==> src/rtl/qpsk_symbol_packer.sv <==
`timescale 1ns/1ps
`default_nettype none
// ============================================================================
//  Module   : qpsk_symbol_packer
//  Brief    : Hard-slices strobed {I,Q} beats to 2-bit QPSK symbols (Gray or
//             differential), packs 16 per word and frames fixed-length packets.
//  Revision : 1.0  initial release
// ============================================================================
module qpsk_symbol_packer #(
    parameter int PKT_WORDS     = 64,
    parameter int SYMS_PER_WORD = 16
) (
    input  logic        ce_clk,
    input  logic        ce_rst,
    input  logic        clear,
    input  logic        diff_en,
    input  logic [31:0] s_tdata,
    input  logic        s_tuser,
    input  logic        s_tvalid,
    output logic        s_tready,
    output logic [31:0] m_tdata,
    output logic        m_tlast,
    output logic        m_tvalid,
    input  logic        m_tready,
    output logic [31:0] sym_count
);

    localparam int                  c_widx_w    = (PKT_WORDS > 1) ? $clog2(PKT_WORDS) : 1;
    localparam logic [c_widx_w-1:0] c_last_word = c_widx_w'(PKT_WORDS - 1);
    localparam logic [3:0]          c_last_sym  = 4'(SYMS_PER_WORD - 1);

    logic                r_ready_en;
    logic [29:0]         r_acc;
    logic [3:0]          r_sym_idx;
    logic [c_widx_w-1:0] r_word_idx;
    logic [1:0]          r_prev_phase;

    logic                w_accept;
    logic                w_sym_en;
    logic                w_out_hs;
    logic                w_word_done;
    logic [1:0]          w_phase;
    logic [1:0]          w_symbol;
    logic [31:0]         w_word;
    logic [c_widx_w-1:0] w_widx_inc;
    logic [c_widx_w-1:0] w_widx_cur;

    // Clear takes priority over any beat presented in the same cycle.
    assign s_tready = r_ready_en & ~clear & (~m_tvalid | m_tready);

    assign w_accept    = s_tvalid & s_tready;
    assign w_sym_en    = w_accept & s_tuser;
    assign w_out_hs    = m_tvalid & m_tready;
    assign w_word_done = w_sym_en & (r_sym_idx == c_last_sym);

    // Quadrant phase: (+,+)=0, (-,+)=1, (-,-)=2, (+,-)=3 from the sign bits.
    assign w_phase  = {s_tdata[15], s_tdata[31] ^ s_tdata[15]};
    assign w_symbol = diff_en ? (w_phase - r_prev_phase) : {s_tdata[31], s_tdata[15]};
    assign w_word   = {r_acc, w_symbol};

    assign w_widx_inc = (r_word_idx == c_last_word) ? '0 : r_word_idx + 1'b1;
    // Index of the word that would occupy the output register after this edge.
    assign w_widx_cur = w_out_hs ? w_widx_inc : r_word_idx;

    always_ff @(posedge ce_clk or posedge ce_rst) begin
        if (ce_rst) begin
            r_ready_en   <= 1'b0;
            r_acc        <= '0;
            r_sym_idx    <= '0;
            r_word_idx   <= '0;
            r_prev_phase <= '0;
            m_tdata      <= '0;
            m_tlast      <= 1'b0;
            m_tvalid     <= 1'b0;
            sym_count    <= '0;
        end else if (clear) begin
            r_ready_en   <= 1'b1;
            r_acc        <= '0;
            r_sym_idx    <= '0;
            r_word_idx   <= '0;
            r_prev_phase <= '0;
            m_tdata      <= '0;
            m_tlast      <= 1'b0;
            m_tvalid     <= 1'b0;
            sym_count    <= '0;
        end else begin
            r_ready_en <= 1'b1;
            if (w_out_hs) begin
                r_word_idx <= w_widx_inc;
            end
            if (w_sym_en) begin
                r_acc        <= w_word[29:0];
                r_sym_idx    <= r_sym_idx + 4'd1;
                r_prev_phase <= w_phase;
                sym_count    <= sym_count + 32'd1;
            end
            if (w_word_done) begin
                m_tdata  <= w_word;
                m_tlast  <= (w_widx_cur == c_last_word);
                m_tvalid <= 1'b1;
            end else if (w_out_hs) begin
                m_tvalid <= 1'b0;
            end
        end
    end

endmodule
`default_nettype wire

==> config.mk <==
export PLATFORM = sky130hd
export DESIGN_NAME = qpsk_symbol_packer
export DESIGN_NICKNAME = d
export VERILOG_FILES = /design/src/rtl/qpsk_symbol_packer.sv
export SDC_FILE = /design/constraint.sdc
export NUM_CORES = 1
export LEC_CHECK = 0
export ABC_AREA = 1
export BUFFER_PORTS_ARGS = -buffer_cell sky130_fd_sc_hd__buf_2
export CAP_MARGIN = 0
export CORE_MARGIN = 5
export CORE_UTILIZATION = 30
export CTS_CLUSTER_DIAMETER = 80
export DETAILED_ROUTE_END_ITERATION = 6
export GPL_ROUTABILITY_DRIVEN = 0
export PLACE_DENSITY = 0.58
export SETUP_SLACK_MARGIN = 0.02
export SYNTH_ARGS = -nofsm -noshare
export SYNTH_HDL_FRONTEND = slang
export SYNTH_SLANG_ARGS = --single-unit
==> constraint.sdc <==
create_clock -name ce_clk -period 11.3 [get_ports ce_clk]
set_input_delay 2.26 -clock ce_clk [delete_from_list [all_inputs] [get_ports ce_clk]]
set_output_delay 2.26 -clock ce_clk [all_outputs]
set_load 0.1 [all_outputs]
==> results.md, run 1 <==
* Outcome: finished, final reports clean
* Initial antenna violation count at 2
* Commonest cells after routing, fill and taps aside: nand2_1 (219), dfrtp_1 (109), nor2_1 (105)
* Startpoint types: primary input
* Clock Skews at roughly 0.016 ns
* Critical path data required time at 9.04 ns
* Total Neg Setup Slack at 0 ns
* Max Cap Viol at 0
* Synthesis warning total at 0
* FFs w/ async S/R, synth at between 90% and 100%
* All-Layer GR Usage at 13.1%
* Antenna cells at 0
* Clk buf depth at 2
* TritonCTS clock tree: done
* Critical path class: in2out
* H-Tree Depth at 3
* Setup repair bufs after CTS at 0
* Final setup vio count at 0
* CP arrival at about 3.4 ns
* TritonRoute pass-1 iters at 5
* Achievable Freq at between 150 and 200 MHz
* TritonCTS Buffers at 9
* Fillers at 1891
* Register area at about 0.0027 mm^2
* Minimum clock period at 5.66 ns
* Class of the worst hold path: reg2reg
* CTS Hold Bufs at 0
* Starting density of the core at a little under a third
* Post-synth top area share at between 50% and 60%
* Vias post-DR at roughly 4500
* Final antenna-violating net count at 0
* DRT Wirelength at between 10 and 15 mm
* Crit-path max FO at 41
* Core Rows at between 40 and 50
* # IOs at roughly 110
* Largest net degree at the start of global routing at 77
* CTS sink count at ~110
* Port buffer count at 75
* Area of the core at between 0.015 and 0.02 mm^2
* Starting DRT DRC Count at about 250
* CTS clk-pin slew, worst paths at 0.07 ns
* Die Y at 143 um
* Worst vdd ir at between 60 and 70 uV
* Power Dens Cells at ~120 mW/mm^2
* Post-synth top flop: dfrtp_1
* Worst Tran Pin Value at between 1 and 1.5 ns
* First-pass GRT wire length at roughly 22 mm
* Final HPWL DP at 8.85 mm
* Remaining global-route overflow at 0
* Tcrit/Tclk final at about half
* Post-synth EDFFs at 0
* Most common cell after layout, fill and taps aside: nand2_1
* WL/cell at about 13 um
* Layout cells sized above 1 at between 10% and 20%
* Drt drc at 0
* Area added between synthesis and finish at 15.8%
* Slew Limit Fails at 0
* LEAKAGE at roughly 0.003 uW
* Synth area leader: dfrtp_1
* Die Area at between 0.02 and 0.025 mm^2
* Root Buffer Master: clkbuf_16
* Mapped Cells at about 700
* Final hold violation count at 0
* Clock latency on the worst-skew pair at approximately 0.35 ns
* Vias per Instance at ~4.5
* Number of global-route vias before repair at approximately 4200
* RSZ-0062 raised after global routing: no
* Cell Area, Synth at 0.00529 mm^2
* Die Span X at 143 um
* Pre-CTS setup slack at 5.62 ns
* Final nets at ~800
* Slack of the critical path at between 5 and 6 ns
* Syn Area/Cell at between 7 and 8 um^2
* Slew HR at about a third
* Synth cell types at 34
* Multi-input gate area at about 0.0021 mm^2
* Yosys reg bits at around 110
* Sequential share of the synthesized area at 51.6%
* Crit. End Element: primary output
* Post-cts gate resize count at 0
* Synth top area cells: dfrtp_1 (52%), nand2_1 (16%), nor2_1 (7.5%), inv_1 (6.0%), o21ai_0 (4.1%)
* Syn_nets at ~740
==> flip-flops by register name, indices dropped and copies added, names as in the netlist <==
name,cells
m_tdata,32
r_sym_idx,4
r_acc,30
m_tlast,1
r_prev_phase,2
sym_count,32
r_ready_en,1
m_tvalid,1
r_word_idx,6
==> cell families after synthesis <==
logic type               share of synthesized area (%)
AO/OA/AOI/OAI                                     7.76
adder cells (fa/ha/maj)                          0.947
buffers and inverters                             8.52
other                                           0.0709
XOR/XNOR                                         0.828
AND/OR/NAND/NOR                                   30.3
flip-flops                                        51.6
==> synth_stat cells, types with 4 or more instances <==
master    instances
nand2_1         219
dfrtp_1         109
nor2_1          105
inv_1            84
o21ai_0          43
nand3_1          31
a21oi_1          18
nand4_1          12
buf_2            10
nor3_1            8
clkbuf_1          5
nor2_2            5
a31oi_1           4
buf_4             4
ha_1              4
o21ai_1           4
==> metal layers <==
layer	vias to the layer above	share of wire [%]	track usage, %
met5	-	0.11	0
met4	4	1.5	4.10
met3	17	4.0	2.88
met2	68	45	20.5
met1	2083	50	18.3
li1	2295	-	-
==> final timing paths <==
kind	cells after the start	startpoint	endpoint	slack, ns
setup / recovery	6	clear	s_tready	5.64
hold / removal	2	m_tdata[15]$_DFFE_PP0P_	m_tdata[15]$_DFFE_PP0P_	0.46
setup reg to reg	9	m_tvalid$_DFFE_PP0P_	sym_count[30]$_DFFE_PP0P_	9.05
hold reg to reg	2	m_tdata[15]$_DFFE_PP0P_	m_tdata[15]$_DFFE_PP0P_	0.46
max in group asynchronous	3	ce_rst	m_tvalid$_DFFE_PP0P_	8.03
min in group asynchronous	2	ce_rst	m_tdata[25]$_DFFE_PP0P_	1.91
==> where the power goes <==
part	total [uW]	switching, uW	internal [uW]
sequential	393	1.17	392
combinational	36.9	31.0	5.95
clock	304	147	156
total	733	179	554
==> critical path, stage by stage <==
cell and delay (ns):
buf_2 0.10, buf_4 0.28, nor2_2 0.22, nand2_1 0.06, inv_1 0.05, buf_2 0.41
==> final cells by class <==
type | instances | area share, %
clock inverters | 4 | 0.511
inverters | 87 | 5.42
clock buffers | 11 | 3.96
multi-input cells | 476 | 34.5
repair buffers | 78 | 6.50
flip-flops and latches | 109 | 44.6
well taps | 225 | 4.60
==> per-stage QoR <==
stage	hold slack (ns)	utilization (%)	cells	instance area [um^2]	total power, uW
detailed placement	0.453	33.8	975	5850	439
global route	0.481	35.4	990	6120	766
global placement	0.450	33.8	975	5850	438
CTS	0.471	35.4	990	6120	744
finish	0.465	35.4	990	6120	733
floorplan	0.433	-	695	5290	428
No activity file was read; power rests on OpenSTA's default activity.
==> run 2, diff against run 1 <==
ABC_AREA = 0   (was 1)
PLACE_DENSITY = 0.6   (was 0.58)
clock period = 5.06 ns   (was 11.3 ns; I/O delays follow)
==> results.md, run 2 <==
* Post-cts gate resize count at 0
* Class of the worst hold path: reg2reg
* Post-synth EDFFs at 0
* # IOs at 106
* Clk buf depth at 2
* Worst Hold Path Cells at 2
* WP buf/inv at 2
* Antenna cells at 0
* Mapped Cells at 523
* TritonCTS clock tree: done
* Synth Area in Compound Gates at around a tenth
* Final antenna-violating net count at 0
* Adder-cell share of the synthesized area at 1.03%
* Combinational power share at ~4%
* CP arrival at 1.87 ns
* Synth cell types at 40
* FFs w/ async S/R, synth at 100%
* Seq pwr share at 54.3%
* CTS sink count at 109
* Total Neg Setup Slack at 0 ns
* Post-synth top area share at a little under three fifths
* Net Sw Power at ~360 uW
* LEAKAGE at around 0.0026 uW
* Synth area leader: dfrtp_1
* Die Area at about 0.019 mm^2
* Critical Path Most Common Cell: buf_2
* Syn Area/Cell at 9.28 um^2
* Clock latency on the worst-skew pair at 0.34 ns
* CTS Hold Bufs at 0
* Slowest stage cell on the critical path: buf_2
* Starting density of the core at between 30% and 40%
* Simple-gate area share of the yosys netlist at a little under a quarter
* Top post-synthesis cells by count: nand2_1 (140), dfrtp_1 (109), o21ai_0 (44)
* Synthesis warning total at 0
* Largest net degree at the start of global routing at 79
* FF-to-FF path depth at 6
* Area of the core at between 0.015 and 0.02 mm^2
* Reg-to-reg endpoint: sym_count[30]$_DFFE_PP0P_
* Final hold violation count at 0
* Remaining global-route overflow at 0
* DRT Wirelength at about 11 mm
* Number of global-route vias before repair at between 3000 and 4000
* Main combinational cell family by area after synthesis: simple AND/OR/NAND/NOR gates
* Worst vdd ir at between 150 and 200 uV
* Clock Skews at around 0.0058 ns
* Minimum clock period at 2.88 ns
* Worst Hold Path EP: m_tdata[31]$_DFFE_PP0P_
* Starting DRT DRC Count at 250
* Root Buffer Master: clkbuf_16
* Startpoint types: primary input
* Reg2Reg Setup Slack at around 2.7 ns
* Sw Share at about 22%
* Synth top area cells: dfrtp_1 (56%), nand2_1 (11%), o21ai_0 (4.5%), a21oi_1 (3.9%), xor2_1 (3.6%)
* Die Span X at roughly 140 um
* Fin Hold WS at approximately 0.5 ns
* Vias per Instance at approximately 4.7
* Commonest cells after routing, fill and taps aside: nand2_1 (140), dfrtp_1 (109), buf_2 (75)
* TritonCTS Buffers at 9
* Mux share of post-synthesis cell area at 0.619%
* Post-synth top flop: dfrtp_1
* CP Cell Sequence: buf_2, and2b_4, nor2_1, buf_2
* Power share of the clock group at between 40% and 50%
* Tcrit/Tclk final at 56.9%
* Pre-CTS setup slack at between 1.5 and 2 ns
* Yosys reg bits at around 110
* Crit-path leading delay family: buffers and inverters
* H-Tree Depth at 3
* XOR/XNOR share of the synthesized area at 5.91%
* Crit. End Element: primary output
* TritonRoute pass-1 iters at 4
* Core Rows at 46
* Crit-path max FO at 4
* CTS clk-pin slew, worst paths at roughly 0.07 ns
* HP Start: r_acc[29]$_DFFE_PP0P_
* Final setup vio count at 0
* Final HPWL DP at about 7.5 mm
* Critical path class: in2out
* Outcome: finished, final reports clean
* Worst Tran Pin Value at between 0.9 and 1 ns
* Max Cap Viol at 0
* Largest regs: m_tdata x32, sym_count x32, r_acc x30
* Reg-to-Reg Start: sym_count[0]$_DFFE_PP0P_
* Sequential share of the synthesized area at a little under three fifths
* Vias post-DR at 3816
* Slew HR at a little over a third
* Syn_nets at about 570
* Power Dens Cells at about 280 mW/mm^2
* All-Layer GR Usage at 12.8%
* Drt drc at 0
* Port buffer count at between 70 and 80
* Initial antenna violation count at 0
* RSZ-0062 raised after global routing: no
* Slack of the critical path at approximately 2.2 ns
* Int Power at ~1300 uW
* First-pass GRT wire length at between 15 and 20 mm
* Layout cells sized above 1 at between 10% and 20%
* Cell Area, Synth at a little under 0.005 mm^2
* Final nets at ~630
* Peak per-stage delay on the critical path at 0.44 ns
* Slew Limit Fails at 0
* Count leader, synth: nand2_1
* WL/cell at 13.9 um
* Setup repair bufs after CTS at 0
* Most common cell after layout, fill and taps aside: nand2_1
* Achievable Freq at roughly 350 MHz
* Die Y at between 100 and 150 um
* Fillers at ~1600
* Critical path data required time at a little over 4 ns
* Area added between synthesis and finish at 18.0%
[run 2: per-stage QoR]
stage	total power [uW]	instances	utilization [%]	cell area (um^2)
CTS	1640	806	36.0	5720
detailed placement	959	791	34.3	5450
global placement	957	791	34.3	5450
global route	1680	806	36.0	5720
floorplan	939	523	-	4850
finish	1610	806	36.0	5720
[run 2: power groups by stage]
stage	Clock, uW	Combinational, uW	Sequential (uW)
2_1_floorplan	0	42.6	896
3_3_place_gp	0	64.8	892
3_5_place_dp	0	66.7	892
4_1_cts	698	66.7	875
5_1_grt	726	73.8	875
6_report	674	63.8	875
[run 2: worst min-delay path: cells and delay by family (launching register included)]
family / cells / cell delay [ns]
DFF: 1 / 0.34
AOI/OAI and AO/OA: 1 / 0.06
and+or+nand+nor: 1 / 0.05
[run 2: worst max path at each step]
stage | start | to | slack (ns) | depth (start not counted)
4_1_cts | m_tready | s_tready | 2.16 | 4
5_1_grt | clear | m_tdata[22]$_DFFE_PP0P_ | 2.09 | 7
3_5_place_dp | clear | m_tdata[8]$_DFFE_PP0P_ | 1.94 | 7
6_report | m_tready | s_tready | 2.18 | 4
2_1_floorplan | ce_rst | m_tdata[0]$_DFFE_PP0P_ | 1.17 | 1
3_3_place_gp | clear | m_tdata[22]$_DFFE_PP0P_ | 2.00 | 7
[run 2: cells by family after synthesis]
logic type	after synthesis
and+or+nand+nor	247
DFF	109
AOI/OAI and AO/OA	92
buffers and inverters	36
xor gates and xnor gates	31
adders and majority gates	4
muxes	3
other	1
[run 2: routing by layer]
metal	wire (um)	vias to the layer above	track usage, %
met5	0	-	0
met4	117	0	3.16
met3	634	11	3.71
met2	5470	82	21.9
met1	4990	1838	16.0
li1	-	1885	-
[run 2: final cells by class]
type                            instances  area (um^2)  area share [%]
Multi-Input combinational cell        378         2000            34.9
Timing Repair Buffer                   81          420            7.34
Clock buffer                           14          274            4.79
Sequential cell                       109         2730            47.7
Inverter                                7         28.8           0.503
Clock inverter                          1         5.00          0.0874
Tap cell                              216          270            4.72
